## src/rtl/rotation_pkg.sv

```systemverilog
// Shared types and constants for the rotation decoder: FSM state encoding,
// direction values and the default partner-edge timeout.
package rotation_pkg;

  typedef enum logic [1:0] {
    IDLE   = 2'd0,
    SEEN_A = 2'd1,
    SEEN_B = 2'd2
  } state_t;

  localparam logic DIR_LEFT  = 1'b1;
  localparam logic DIR_RIGHT = 1'b0;

  localparam int DEFAULT_TIMEOUT = 64;

endpackage

```

## src/rtl/sensor_edge_sync.sv

```systemverilog
// Two-flop synchroniser for one asynchronous sensor line, followed by a
// registered history bit that yields a single-cycle rising-edge strobe.
module sensor_edge_sync (
  input  logic clk,
  input  logic reset,
  input  logic i_raw,
  output logic o_rise
);

  logic r_meta;
  logic r_sync;
  logic r_prev;

  // NOTE: sequential state is updated with non-blocking assignments so every
  // flop samples the pre-edge value of its neighbour, forming a true shift chain.
  always_ff @(posedge clk) begin
    if (reset) begin
      r_meta <= 1'b0;
      r_sync <= 1'b0;
      r_prev <= 1'b0;
    end else begin
      r_meta <= i_raw;
      r_sync <= r_meta;
      r_prev <= r_sync;
    end
  end

  assign o_rise = r_sync & ~r_prev;

endmodule

```

## src/rtl/rotation_decoder.sv

```systemverilog
// Decodes rotation direction from the order of sensorA/sensorB rising edges and
// keeps a signed revolution count. Optional period measurement: ROTATION_PERIOD_EN.
module rotation_decoder
  import rotation_pkg::*;
#(
  parameter int CNT_W   = 16,
  parameter int TIMEOUT = DEFAULT_TIMEOUT,
  parameter int PER_W   = 16
) (
  input  logic             clk,
  input  logic             reset,
  input  logic             sensorA,
  input  logic             sensorB,
  output logic             dir,
  output logic             rev_valid,
  output logic [CNT_W-1:0] rev_count,
  output logic             fault,
  output logic [PER_W-1:0] period
);

  localparam int               TMR_W    = $clog2(TIMEOUT) + 1;
  localparam logic [TMR_W-1:0] TMR_LAST = TMR_W'(TIMEOUT - 1);

  logic w_rise_a;
  logic w_rise_b;
  logic w_both;
  logic w_in_seen;
  logic w_own_rise;
  logic w_partner_rise;
  logic w_decode;
  logic w_decode_dir;

  state_t           r_state;
  logic [TMR_W-1:0] r_timer;
  logic             r_dir;
  logic             r_rev_valid;
  logic             r_fault;
  logic [CNT_W-1:0] r_count;

  sensor_edge_sync u_sync_a (
    .clk    (clk),
    .reset  (reset),
    .i_raw  (sensorA),
    .o_rise (w_rise_a)
  );

  sensor_edge_sync u_sync_b (
    .clk    (clk),
    .reset  (reset),
    .i_raw  (sensorB),
    .o_rise (w_rise_b)
  );

  // "Own" is the sensor that opened the sequence; "partner" completes it.
  assign w_both         = w_rise_a & w_rise_b;
  assign w_in_seen      = (r_state == SEEN_A) || (r_state == SEEN_B);
  assign w_own_rise     = (r_state == SEEN_A) ? w_rise_a : w_rise_b;
  assign w_partner_rise = (r_state == SEEN_A) ? w_rise_b : w_rise_a;
  assign w_decode       = w_in_seen & ~w_both & ~w_own_rise & w_partner_rise;
  assign w_decode_dir   = (r_state == SEEN_A) ? DIR_LEFT : DIR_RIGHT;

  always_ff @(posedge clk) begin
    if (reset) begin
      r_state     <= IDLE;
      r_timer     <= '0;
      r_dir       <= 1'b0;
      r_rev_valid <= 1'b0;
      r_fault     <= 1'b0;
      r_count     <= '0;
    end else begin
      r_rev_valid <= 1'b0;
      r_fault     <= 1'b0;
      case (r_state)
        IDLE: begin
          r_timer <= '0;
          if (w_both)
            r_fault <= 1'b1;
          else if (w_rise_a)
            r_state <= SEEN_A;
          else if (w_rise_b)
            r_state <= SEEN_B;
        end
        SEEN_A, SEEN_B: begin
          if (w_both) begin
            r_fault <= 1'b1;
            r_state <= IDLE;
            r_timer <= '0;
          end else if (w_own_rise) begin
            r_timer <= '0;
          end else if (w_decode) begin
            r_state     <= IDLE;
            r_timer     <= '0;
            r_rev_valid <= 1'b1;
            r_dir       <= w_decode_dir;
            r_count     <= (w_decode_dir == DIR_LEFT) ? r_count + CNT_W'(1)
                                                      : r_count - CNT_W'(1);
          end else if (r_timer == TMR_LAST) begin
            r_fault <= 1'b1;
            r_state <= IDLE;
            r_timer <= '0;
          end else begin
            r_timer <= r_timer + TMR_W'(1);
          end
        end
        default: begin
          r_state <= IDLE;
          r_timer <= '0;
        end
      endcase
    end
  end

  assign dir       = r_dir;
  assign rev_valid = r_rev_valid;
  assign fault     = r_fault;
  assign rev_count = r_count;

`ifdef ROTATION_PERIOD_EN
  logic [PER_W-1:0] r_per_cnt;
  logic [PER_W-1:0] r_period;
  logic             r_dir_known;

  // r_dir still holds the previous decode here; the first decode after reset
  // has no predecessor, so it only restarts the counter.
  always_ff @(posedge clk) begin
    if (reset) begin
      r_per_cnt   <= '0;
      r_period    <= '0;
      r_dir_known <= 1'b0;
    end else if (w_decode) begin
      if (r_dir_known && (w_decode_dir == r_dir))
        r_period <= r_per_cnt;
      r_per_cnt   <= PER_W'(1);
      r_dir_known <= 1'b1;
    end else if (r_per_cnt != '1) begin
      r_per_cnt <= r_per_cnt + PER_W'(1);
    end
  end

  assign period = r_period;
`else
  assign period = '0;
`endif

endmodule

```

## config.mk

```make
export PLATFORM = sky130hd
export DESIGN_NAME = rotation_decoder
export DESIGN_NICKNAME = d
export VERILOG_FILES = /design/src/rtl/rotation_pkg.sv /design/src/rtl/sensor_edge_sync.sv /design/src/rtl/rotation_decoder.sv
export SDC_FILE = /design/constraint.sdc
export NUM_CORES = 1
export LEC_CHECK = 0
export ABC_AREA = 1
export CELL_PAD_IN_SITES_DETAIL_PLACEMENT = 0
export CELL_PAD_IN_SITES_GLOBAL_PLACEMENT = 1
export CORE_MARGIN = 8
export CORE_UTILIZATION = 40
export CTS_CLUSTER_DIAMETER = 50
export CTS_CLUSTER_SIZE = 10
export DETAILED_ROUTE_END_ITERATION = 6
export GPL_ROUTABILITY_DRIVEN = 0
export HOLD_SLACK_MARGIN = 0.1
export PLACE_DENSITY_LB_ADDON = 0.3
export SYNTH_ARGS = -nofsm -noshare
export SYNTH_HDL_FRONTEND = slang
export SYNTH_SLANG_ARGS = --single-unit
```

## constraint.sdc

```tcl
create_clock -name clk -period 3.4 [get_ports clk]
set_input_delay 0.68 -clock clk [delete_from_list [all_inputs] [get_ports clk]]
set_output_delay 0.68 -clock clk [all_outputs]
set_load 0.01 [all_outputs]
```

==> run summary, run 1 <==
### Route
* starting DRC count in detailed routing: 76
* total via count after detailed routing: 2117
* Routed wire per std cell: 11.5 um
* via count normalized by instance count: 4.48
* number of design rule violations left after detail routing: 0
* drt pass-1 iters: 4
* post-route antenna net violation count: 0
* Total Wirelength: 5420 um

### Synth
* fraction of post-synthesis cell area in the top cell type by area: 28.7%
* multiplexer share of the synthesized area: 0%
* Post-Syn Area per Cell: 6.34 sq um
* cell area after synthesis: 2370 sq um
* Unique masters post-synth: 30
* most area-hungry cell type in the Yosys netlist: dfxtp_1
* FF+latch count, synth: 34
* Post-Synthesis Cells: 374
* adder-cell area share of the yosys netlist: 10.3%
* area share of and/or/nand/nor cells after synthesis: 32.3%
* top post-synthesis cells by area: dfxtp_1 (29%), nand2_1 (15%), inv_1 (11%)
* dominant combinational cell family by area after synthesis: simple AND/OR/NAND/NOR gates
* area share of xor/xnor cells in the synthesized design: 2.59%
* sequential element share of the synthesized area: 28.7%
* total of warnings raised by yosys: 0
* complex-gate fraction of the synthesized area: 7.29%

### STA
* final-layout setup total negative slack: 0 ps
* number of setup violations in the final report: 0
* worst slew margin relative to its limit: 62.2%
* maximum operating frequency: 434 MHz
* slew at the pin closest to its max-slew limit: 566 ps
* portion of the clock cycle consumed by the worst path in the final layout: 67.8%
* setup repair after global routing missed its margin: false
* minimum hold slack: 405 ps
* count of endpoints failing hold in the final timing report: 0
* min cycle time layout: 2310 ps
* number of max-slew violations in the final report: 0
* worst clock skew on the final layout: 5.71 ps

### Finish
* most frequent standard cell in the layout excluding fill and tap cells: nand2_1
* count of filler cells inserted in the layout: 656
* diode count: 0
* layout-stage area growth over the synthesis result: 12.9%
* commonest cells after routing, fill and taps aside: nand2_1 (96), inv_1 (69), nor2_1 (50)
* share of cells above drive strength 1: 5.03%
* net count reported at finish: 420
* Post-Layout Inst Area: 2680 sq um
* non-filler instance count after layout: 473

### Power
* clock group share of total power: 15.5%
* share of power burned in combinational logic: 59.5%
* fraction of power consumed by sequential logic: 24.9%
* maximum vdd ir drop: 0.366 mV
* reported leakage power: 1.45 nW
* Net Switching: 955 uW
* Internal Dissipation: 1.04 mW
* pwr dens: 746 nW/um^2
* Sw Ratio: 47.8%

### Setup path
* setup slack of the most critical reg-to-reg path: 1090 ps
* Setup CP Type: reg2reg
* data required time at the worst endpoint: 3590 ps
* slowest library cell on the worst path: dfxtp_1
* depth of the most critical reg-to-reg path: 13
* delay of the slowest cell on the worst path: 340 ps
* CP Cell Sequence: inv_1, ha_1, inv_2, ha_1, or2_2, nand3_1, nand2_1, nand2_1, nand2_1, nand2_1, nand3_1, nand2_1, inv_1
* arrival time of data at the critical path endpoint: 2500 ps
* nature of the critical path startpoint: flip-flop
* endpoint of the worst register-to-register path: rev_count[9]
* Worst R2R Start: r_state[1]
* endpoint kind of the worst setup timing path: flip-flop
* worst-path maximum fanout: 17
* most numerous cell on the critical path: nand2_1

### Worst hold path
* critical hold path startpoint: u_sync_a.r_meta
* Hold Path Depth: 2
* kind of path behind the tightest hold check: reg2reg
* sink of the worst hold path: u_sync_a.r_sync

### Clock network
* number of cells upsized or downsized after cts: 0
* CTS tree: yes
* number of setup buffers added after CTS: 0
* clock-pin slew on the worst setup and hold paths: 80 ps
* count of clock tree sinks: 34
* hold-fix buffer count after cts: 0
* htree depth: 2
* cell at the root of the clock tree: clkbuf_8
* cts bufs inserted: 5
* Max Buffers Root-to-Sink: 2
* insertion delay to the later sink of the worst-skew pair: 290 ps

### Die
* Die Height: 93.0 um
* width of the die: 93.0 um
* initial core utilization: 40.7%
* I/O pins: 39
* Die ar.: 8640 sq um
* floorplan core area: 5820 sq um
* placement row count: 28

### Global routing
* Tot GR Track Use: 13.5%
* aggregate global routing overflow: 0
* number of global-route vias before repair: 2057
* first-pass GRT wire length: 9390 um
* pin count of the biggest net entering global routing: 34
* antenna violations before repair: 0

### Status
* outcome: finished, final reports clean

### Flow run
* max-capacitance violation count: 0

### Place
* post-DP HPWL: 4140 um
* number of buffers added on ports: 22
* number of cells in the design after placement: 465
* total placed instance area: 2590 sq um

state kept, by name, indices dropped and copies added (netlist names):
register / count
r_timer: 7
u_sync_a.r_meta: 1
u_sync_a.r_sync: 1
dir: 1
u_sync_b.r_prev: 1
rev_count: 16
u_sync_b.r_sync: 1
fault: 1
u_sync_b.r_meta: 1
r_state: 2
u_sync_a.r_prev: 1
rev_valid: 1
routing by layer:
| metal | part of all wire, % | wire, um | up-vias | global-route usage (%) |
|---|---|---|---|---|
| met5 | 0 | 0 | - | 0 |
| met4 | 1.5 | 80 | 0 | 4.70 |
| met3 | 4.6 | 251 | 9 | 3.53 |
| met2 | 49 | 2640 | 32 | 23.6 |
| met1 | 45 | 2450 | 922 | 15.5 |
| li1 | - | - | 1154 | - |
power groups by stage:
stage	Clock, mW	Sequential [mW]	Combinational [mW]
floorplan	0	0.516	0.914
global placement	0	0.507	1.18
detailed placement	0	0.508	1.19
CTS	0.320	0.499	1.20
global route	0.338	0.506	1.40
finish	0.310	0.498	1.19
per-stage QoR:
step | util (%) | total power [mW] | setup slack, ps
after floorplan | - | 1.43 | 1410
after global placement | 44.5 | 1.69 | 1190
after detailed placement | 44.5 | 1.70 | 1100
after CTS | 46.0 | 2.01 | 1090
after global routing | 46.0 | 2.24 | 828
final | 46.0 | 2.00 | 1090
critical path: cells and delay by family (launching register included):
kind	cells	cell delay (ps)
and+or+nand+nor	8	890
adders and majority gates	2	570
buffers and inverters	3	400
DFF	1	340
how the worst max path moves through the flow:
stage | from | end | slack (ps) | depth (start not counted)
final | r_state[1] | rev_count[9] | 1090 | 13
after global routing | r_state[1] | rev_count[15] | 830 | 14
after CTS | r_state[1] | rev_count[9] | 1090 | 13
after detailed placement | r_state[1] | rev_count[9] | 1100 | 13
after global placement | r_state[1] | rev_count[13] | 1190 | 11
after floorplan | r_state[1] | rev_count[15] | 1410 | 13
Yosys cell counts:
cell       number
clkinv_2        1
dfxtp_1        34
xnor2_1         1
nor2_2          1
nand2_2         1
a211oi_2        1
inv_2           4
o21ai_1         7
nand2_1        96
ha_1           18
a21oi_1        14
xor2_1          6
or2_2           1
buf_6           2
inv_1          69
nand4_1         2
clkbuf_1        2
fa_1            1
buf_1           1
o2111ai_1       1
nor2_1         50
and3_1          1
o21ai_2         1
o211ai_1        3
conb_1          1
o21ai_0         3
nor3_1          6
buf_4          17
nand3_2         1
nand3_1        28
kinds of logic (layout without fill, tap and decap cells):
| kind of cell | after synthesis | in the layout |
|---|---|---|
| and+or+nand+nor | 187 | 187 |
| buffers and inverters | 96 | 105 |
| DFF | 34 | 34 |
| AOI/OAI and AO/OA | 30 | 30 |
| adders and majority gates | 19 | 19 |
| xor gates and xnor gates | 7 | 7 |
| other | 1 | 16 |
area by class of cell:
type	instances	area, sq um	share of cell area [%]
multi-input combinational	259	1310	48.8
inverter	74	279	10.4
clock buffer	5	68.8	2.57
timing repair buffer	23	228	8.51
clock inverter	3	21.3	0.795
sequential	34	681	25.4
tap	75	93.8	3.51
Power figures use the tool's default switching activity.
==> run 2, diff against run 1 <==
--- a/config.mk
+++ b/config.mk
@@ -9,7 +9,7 @@
 export CELL_PAD_IN_SITES_DETAIL_PLACEMENT = 0
 export CELL_PAD_IN_SITES_GLOBAL_PLACEMENT = 1
 export CORE_MARGIN = 8
-export CORE_UTILIZATION = 40
+export CORE_UTILIZATION = 37
 export CTS_CLUSTER_DIAMETER = 50
 export CTS_CLUSTER_SIZE = 10
 export DETAILED_ROUTE_END_ITERATION = 6
==> constraint.sdc (replaced) <==
create_clock -name clk -period 2.35 [get_ports clk]
set_input_delay 0.47 -clock clk [delete_from_list [all_inputs] [get_ports clk]]
set_output_delay 0.47 -clock clk [all_outputs]
set_load 0.01 [all_outputs]
==> run 2 against run 1 <==
Compared with the run above: cell count is 1.3% higher; non-clock buffer count rose by 4; count of clock-buffer cells in the layout did not move; combinational power is 49% higher; fmax grew 10%; global-route usage fell by 0.72 points; first-iteration DRC count up 39%; die area increased by 6.7%.
==> run summary, run 2 (synthesis gave the netlist of run 1 again) <==
### Status
* outcome: finished, final reports clean

### Clock network
* hold-fix buffer count after cts: 0, unchanged
* htree depth: 2, unchanged
* cell at the root of the clock tree: clkbuf_8
* clock-pin slew on the worst setup and hold paths: 80 ps, about the same
* cts bufs inserted: 5, unchanged
* count of clock tree sinks: 34, unchanged
* Max Buffers Root-to-Sink: 2, unchanged
* insertion delay to the later sink of the worst-skew pair: 290 ps, about the same
* CTS tree: yes

### Flow run
* max-capacitance violation count: 0, unchanged

### STA
* min cycle time layout: 2090 ps, -211 ps
* setup repair after global routing missed its margin: false
* portion of the clock cycle consumed by the worst path in the final layout: 89.1%, +21 points
* final-layout setup total negative slack: 0 ps, unchanged
* worst slew margin relative to its limit: 61.3%, -0.97 points
* minimum hold slack: 402 ps, -3.03 ps
* count of endpoints failing hold in the final timing report: 0, unchanged
* number of setup violations in the final report: 0, unchanged
* worst clock skew on the final layout: 11.1 ps, +5.40 ps
* maximum operating frequency: 477 MHz, +10%
* slew at the pin closest to its max-slew limit: 581 ps, +14.5 ps
* number of max-slew violations in the final report: 0, unchanged

### Place
* total placed instance area: 2640 sq um, +2.2%
* number of buffers added on ports: 22, unchanged
* post-DP HPWL: 4170 um, +0.80%

### Route
* total via count after detailed routing: 2127, +0.47%
* starting DRC count in detailed routing: 106, +39%
* Total Wirelength: 5410 um, -0.28%
* number of design rule violations left after detail routing: 0, unchanged
* drt pass-1 iters: 4, unchanged
* Routed wire per std cell: 11.3 um, -1.5%
* post-route antenna net violation count: 0, unchanged
* via count normalized by instance count: 4.44, -0.79%

### Power
* clock group share of total power: 21.1%, +5.6 points
* pwr dens: 1130 nW/um^2, +51%
* Total Power Consumption: 3.16 mW, +58%
* reported leakage power: 1.51 nW, +3.6%
* fraction of power consumed by sequential logic: 22.9%, -2.0 points
* Net Switching: 1.39 mW, +46%
* maximum vdd ir drop: 0.423 mV, +15%
* Internal Dissipation: 1.77 mW, +70%
* share of power burned in combinational logic: 56.0%, -3.5 points
* Sw Ratio: 44.1%, -3.8 points

### Finish
* flip-flop count of the largest register after layout: 16, unchanged
* most frequent standard cell in the layout excluding fill and tap cells: nand2_1
* layout-stage area growth over the synthesis result: 18.1%
* share of cells above drive strength 1: 6.47%, +1.4 points
* area taken by multi-input logic gates: 1320 sq um, +1.2%
* net count reported at finish: 424, +0.95%
* Post-Layout Inst Area: 2800 sq um, +4.5%
* utilization after layout: 44.6%, -1.5 points
* commonest cells after routing, fill and taps aside: nand2_1 (96), inv_1 (69), nor2_1 (50)
* diode count: 0, unchanged
* area taken by flip-flops and latches: 681 sq um, unchanged
* count of filler cells inserted in the layout: 685, +4.4%

### Setup path
* arrival time of data at the critical path endpoint: 2300 ps, -200 ps
* Critical Path Source: r_state[1]
* endpoint of the worst register-to-register path: rev_count[9]
* nature of the critical path startpoint: flip-flop
* setup slack of the most critical reg-to-reg path: 260 ps, -840 ps
* depth of the most critical reg-to-reg path: 14, +1
* worst-path maximum fanout: 10, -7
* endpoint kind of the worst setup timing path: flip-flop
* data required time at the worst endpoint: 2550 ps, -1040 ps
* Setup CP Type: reg2reg
* Worst R2R Start: r_state[1]

### Die
* I/O pins: 39, unchanged
* width of the die: 96.0 um, +3.3%
* Die Height: 96.0 um, +3.3%
* floorplan core area: 6280 sq um, +7.9%
* initial core utilization: 37.8%, -3.0 points
* placement row count: 29, +3.6%
* Die ar.: 9220 sq um, +6.7%

### Global routing
* antenna violations before repair: 0, unchanged
* number of global-route vias before repair: 2099, +2.0%
* pin count of the biggest net entering global routing: 34, unchanged
* aggregate global routing overflow: 0, unchanged
* Tot GR Track Use: 12.8%, -0.72 points
* first-pass GRT wire length: 9410 um, +0.22%

### Worst hold path
* sink of the worst hold path: u_sync_a.r_sync
* kind of path behind the tightest hold check: reg2reg
* Hold Path Depth: 2, unchanged
* critical hold path startpoint: u_sync_a.r_meta

==> run 2: area by class of cell <==
type,instances,area share [%]
Clock buffer,5,2.46
Clock inverter,3,2.46
Inverter,74,9.97
Multi-Input combinational cell,259,47.2
Sequential cell,34,24.3
Tap cell,77,3.44
Timing Repair Buffer,27,10.1
==> run 2: repair_timing <==
action / CTS / global route
setup endpoints to repair: 0 / 5
buffers inserted: 0 / 0
gates resized for setup: 0 / 3
==> run 2: power by group through the flow <==
stage,clock network (mW),logic (mW),registers [mW]
2_1_floorplan,0,1.32,0.747
3_3_place_gp,0,1.76,0.735
3_5_place_dp,0,1.76,0.734
4_1_cts,0.688,1.77,0.721
5_1_grt,0.711,2.06,0.735
6_report,0.668,1.77,0.722
==> run 2: worst max-delay path: stages (launching register included) <==
cell,delay [ps]
dfxtp_1,320
inv_1,120
ha_4,170
inv_2,50
buf_12,130
ha_1,320
or2_2,310
nand3_1,120
nand2_1,110
nand2_1,90
nand2_1,50
nand2_1,50
nand3_1,60
nand2_1,60
inv_1,30
==> run 2: worst max path at each step <==
stage | end | slack [ps] | depth (start not counted)
finish | rev_count[9] | 260 | 14
global route | rev_count[11] | 40 | 14
CTS | rev_count[9] | 170 | 14
detailed placement | rev_count[9] | 180 | 14
global placement | rev_count[9] | 240 | 14
floorplan | rev_count[15] | 360 | 13
==> run 2: metrics by stage <==
step	setup slack, ps	instances
finish	255	479
global route	44.4	479
detailed placement	184	471
global placement	240	471
CTS	167	479
floorplan	360	389
==> run 2: per-layer routing <==
metal / part of all wire (%) / wire, um / track usage [%]
met1: 48 / 2600 / 15.3
met2: 46 / 2510 / 21.9
met3: 4.1 / 224 / 3.28
met4: 1.4 / 75 / 3.84
met5: 0 / 0 / 0
==> run 3, diff against run 2 <==
==> constraint.sdc (replaced) <==
create_clock -name clk -period 2.15 [get_ports clk]
set_input_delay 0.43 -clock clk [delete_from_list [all_inputs] [get_ports clk]]
set_output_delay 0.43 -clock clk [all_outputs]
set_load 0.01 [all_outputs]
==> run 3 against run 2 <==
Compared with the run above: final area rose by 3.0%; count of clock-buffer cells in the layout unchanged; worst hold slack improved by 1.9 ps; first-iteration DRC count rose by 1.9%; wire length up 0.50%; sequential share of layout area down 0.70 points; clock skew decreased by 3.8 ps; sequential power increased by 8.9%.
==> run summary, run 3 (synthesis gave the netlist of run 1 again) <==
### Status
* outcome: finished, final reports clean

### STA
* min cycle time layout: 2030 ps, -63.5 ps
* final-layout setup total negative slack: 0 ps, unchanged
* number of setup violations in the final report: 0, unchanged
* minimum hold slack: 403 ps, +1.93 ps
* worst slew margin relative to its limit: 62.4%, +1.1 points
* portion of the clock cycle consumed by the worst path in the final layout: 94.5%, +5.3 points
* number of max-slew violations in the final report: 0, unchanged
* slew at the pin closest to its max-slew limit: 564 ps, -17.0 ps
* maximum operating frequency: 492 MHz, +3.1%
* count of endpoints failing hold in the final timing report: 0, unchanged
* setup repair after global routing missed its margin: true
* worst clock skew on the final layout: 7.32 ps, -3.79 ps

### Die
* placement row count: 29, unchanged
* initial core utilization: 37.8%, unchanged
* Die ar.: 9220 sq um, unchanged
* width of the die: 96.0 um, unchanged
* I/O pins: 39, unchanged
* Die Height: 96.0 um, unchanged
* floorplan core area: 6280 sq um, unchanged

### Clock network
* htree depth: 2, unchanged
* cell at the root of the clock tree: clkbuf_8
* Max Buffers Root-to-Sink: 2, unchanged
* clock-pin slew on the worst setup and hold paths: 80 ps, about the same
* CTS tree: yes
* cts bufs inserted: 5, unchanged
* insertion delay to the later sink of the worst-skew pair: 300 ps, about the same
* count of clock tree sinks: 34, unchanged

### Power
* maximum vdd ir drop: 0.428 mV, +1.3%
* pwr dens: 1250 nW/um^2, +11%
* reported leakage power: 1.52 nW, +1.2%

### Setup path
* data required time at the worst endpoint: 2350 ps, -200 ps
* worst-path maximum fanout: 7, -3
* arrival time of data at the critical path endpoint: 2230 ps, -70 ps
* cell family with most CP delay: adder cells
* endpoint of the worst register-to-register path: rev_count[8]
* Worst R2R Start: r_state[1]
* Setup CP Type: reg2reg
* setup slack of the most critical reg-to-reg path: 120 ps, -140 ps
* Worst Path Buf+Inv: 5, +1
* Critical Path Source: r_state[1]
* delay of the slowest cell on the worst path: 320 ps, about the same
* nature of the critical path startpoint: flip-flop
* CP Cell Sequence: inv_1, ha_2, inv_2, buf_12, ha_1, buf_4, nand3_1, nand3_1, a21oi_1, nor2_1, o21ai_1, inv_1
* endpoint kind of the worst setup timing path: flip-flop
* depth of the most critical reg-to-reg path: 12, -2
* slowest library cell on the worst path: dfxtp_1
* number of gates on the worst path with buffers counted: 12, -2

### Worst hold path
* sink of the worst hold path: u_sync_b.r_sync
* kind of path behind the tightest hold check: reg2reg
* Hold Path Depth: 2, unchanged
* critical hold path startpoint: u_sync_b.r_meta

### Route
* starting DRC count in detailed routing: 108, +1.9%
* Routed wire per std cell: 11.3 um, -0.13%
* drt pass-1 iters: 4, unchanged
* total via count after detailed routing: 2142, +0.71%
* number of design rule violations left after detail routing: 0, unchanged
* via count normalized by instance count: 4.44, about the same
* Total Wirelength: 5440 um, +0.50%
* post-route antenna net violation count: 0, unchanged

### Place
* number of buffers added on ports: 22, unchanged
* number of cells in the design after placement: 474, +0.64%
* post-DP HPWL: 4170 um, about the same

### Flow run
* max-capacitance violation count: 0, unchanged

### Finish
* flip-flop count of the largest register after layout: 16, unchanged
* net count reported at finish: 427, +0.71%
* diode count: 0, unchanged
* utilization after layout: 45.9%, +1.3 points
* share of cells above drive strength 1: 12.1%, +5.6 points
* count of filler cells inserted in the layout: 687, +0.29%
* most frequent standard cell in the layout excluding fill and tap cells: nand2_1
* layout-stage area growth over the synthesis result: 21.5%
* non-filler instance count after layout: 482, +0.63%
* commonest cells after routing, fill and taps aside: nand2_1 (89), inv_1 (69), nor2_1 (50)

### Global routing
* met2 capacity usage during global routing: 21.6%, -0.28 points
* peak-usage layer in the global routing report: met2
* fraction of met1 tracks used by global routing: 14.7%, -0.56 points
* number of global-route vias before repair: 1967, -6.3%
* aggregate global routing overflow: 0, unchanged
* first-pass GRT wire length: 9010 um, -4.3%
* pin count of the biggest net entering global routing: 33, -2.9%
* antenna violations before repair: 0, unchanged
* met3 routing resource usage after global routing: 3.51%, +0.23 points
* Tot GR Track Use: 12.6%, -0.18 points

==> run 3: through the flow <==
stage | area [sq um] | power [mW] | setup slack [ps]
floorplan | 2430 | 2.26 | 160
global placement | 2670 | 2.74 | 134
detailed placement | 2670 | 2.74 | 87.6
CTS | 2800 | 3.49 | 71.1
global route | 2880 | 3.99 | -44.4
finish | 2880 | 3.60 | 119
==> run 3: timing repair <==
| item | 4_1_cts | 5_1_grt |
|---|---|---|
| hold buffers | 0 | 0 |
| endpoints found under the setup margin | 0 | 9 |
| buffers inserted | 0 | 0 |
| gates resized for setup | 0 | 24 |
==> run 3: where the power goes <==
group	switching [mW]	internal [mW]
clock network	0.276	0.465
registers	0.0691	0.717
logic	1.25	0.825
total	1.59	2.01
==> run 3: worst reg2reg max path, delay by kind of cell (launching register included) <==
kind                       cells  cell delay (ps)
DFF                            1              320
AOI/OAI and AO/OA              2              340
and+or+nand+nor                3              270
adders and majority gates      2              520
buffers and inverters          5              500
==> run 3: worst max path at each step <==
| stage | endpoint | slack, ps |
|---|---|---|
| floorplan | rev_count[15] | 160 |
| global placement | rev_count[11] | 130 |
| detailed placement | rev_count[9] | 90 |
| CTS | rev_count[9] | 70 |
| global route | rev_count[13] | -40 |
| finish | rev_count[8] | 120 |
==> run 3: layout make-up <==
type	instances	area, sq um	share of cell area [%]
Clock buffer	5	68.8	2.39
Clock inverter	3	68.8	2.39
Inverter	74	279	9.69
Multi-Input combinational cell	259	1380	47.8
Sequential cell	34	681	23.6
Tap cell	77	96.3	3.34
Timing Repair Buffer	30	309	10.7
==> run 3: routing by layer <==
metal,wire length [um],vias up
li1,-,1175
met1,2550,932
met2,2580,29
met3,239,6
met4,67,0
met5,0,-
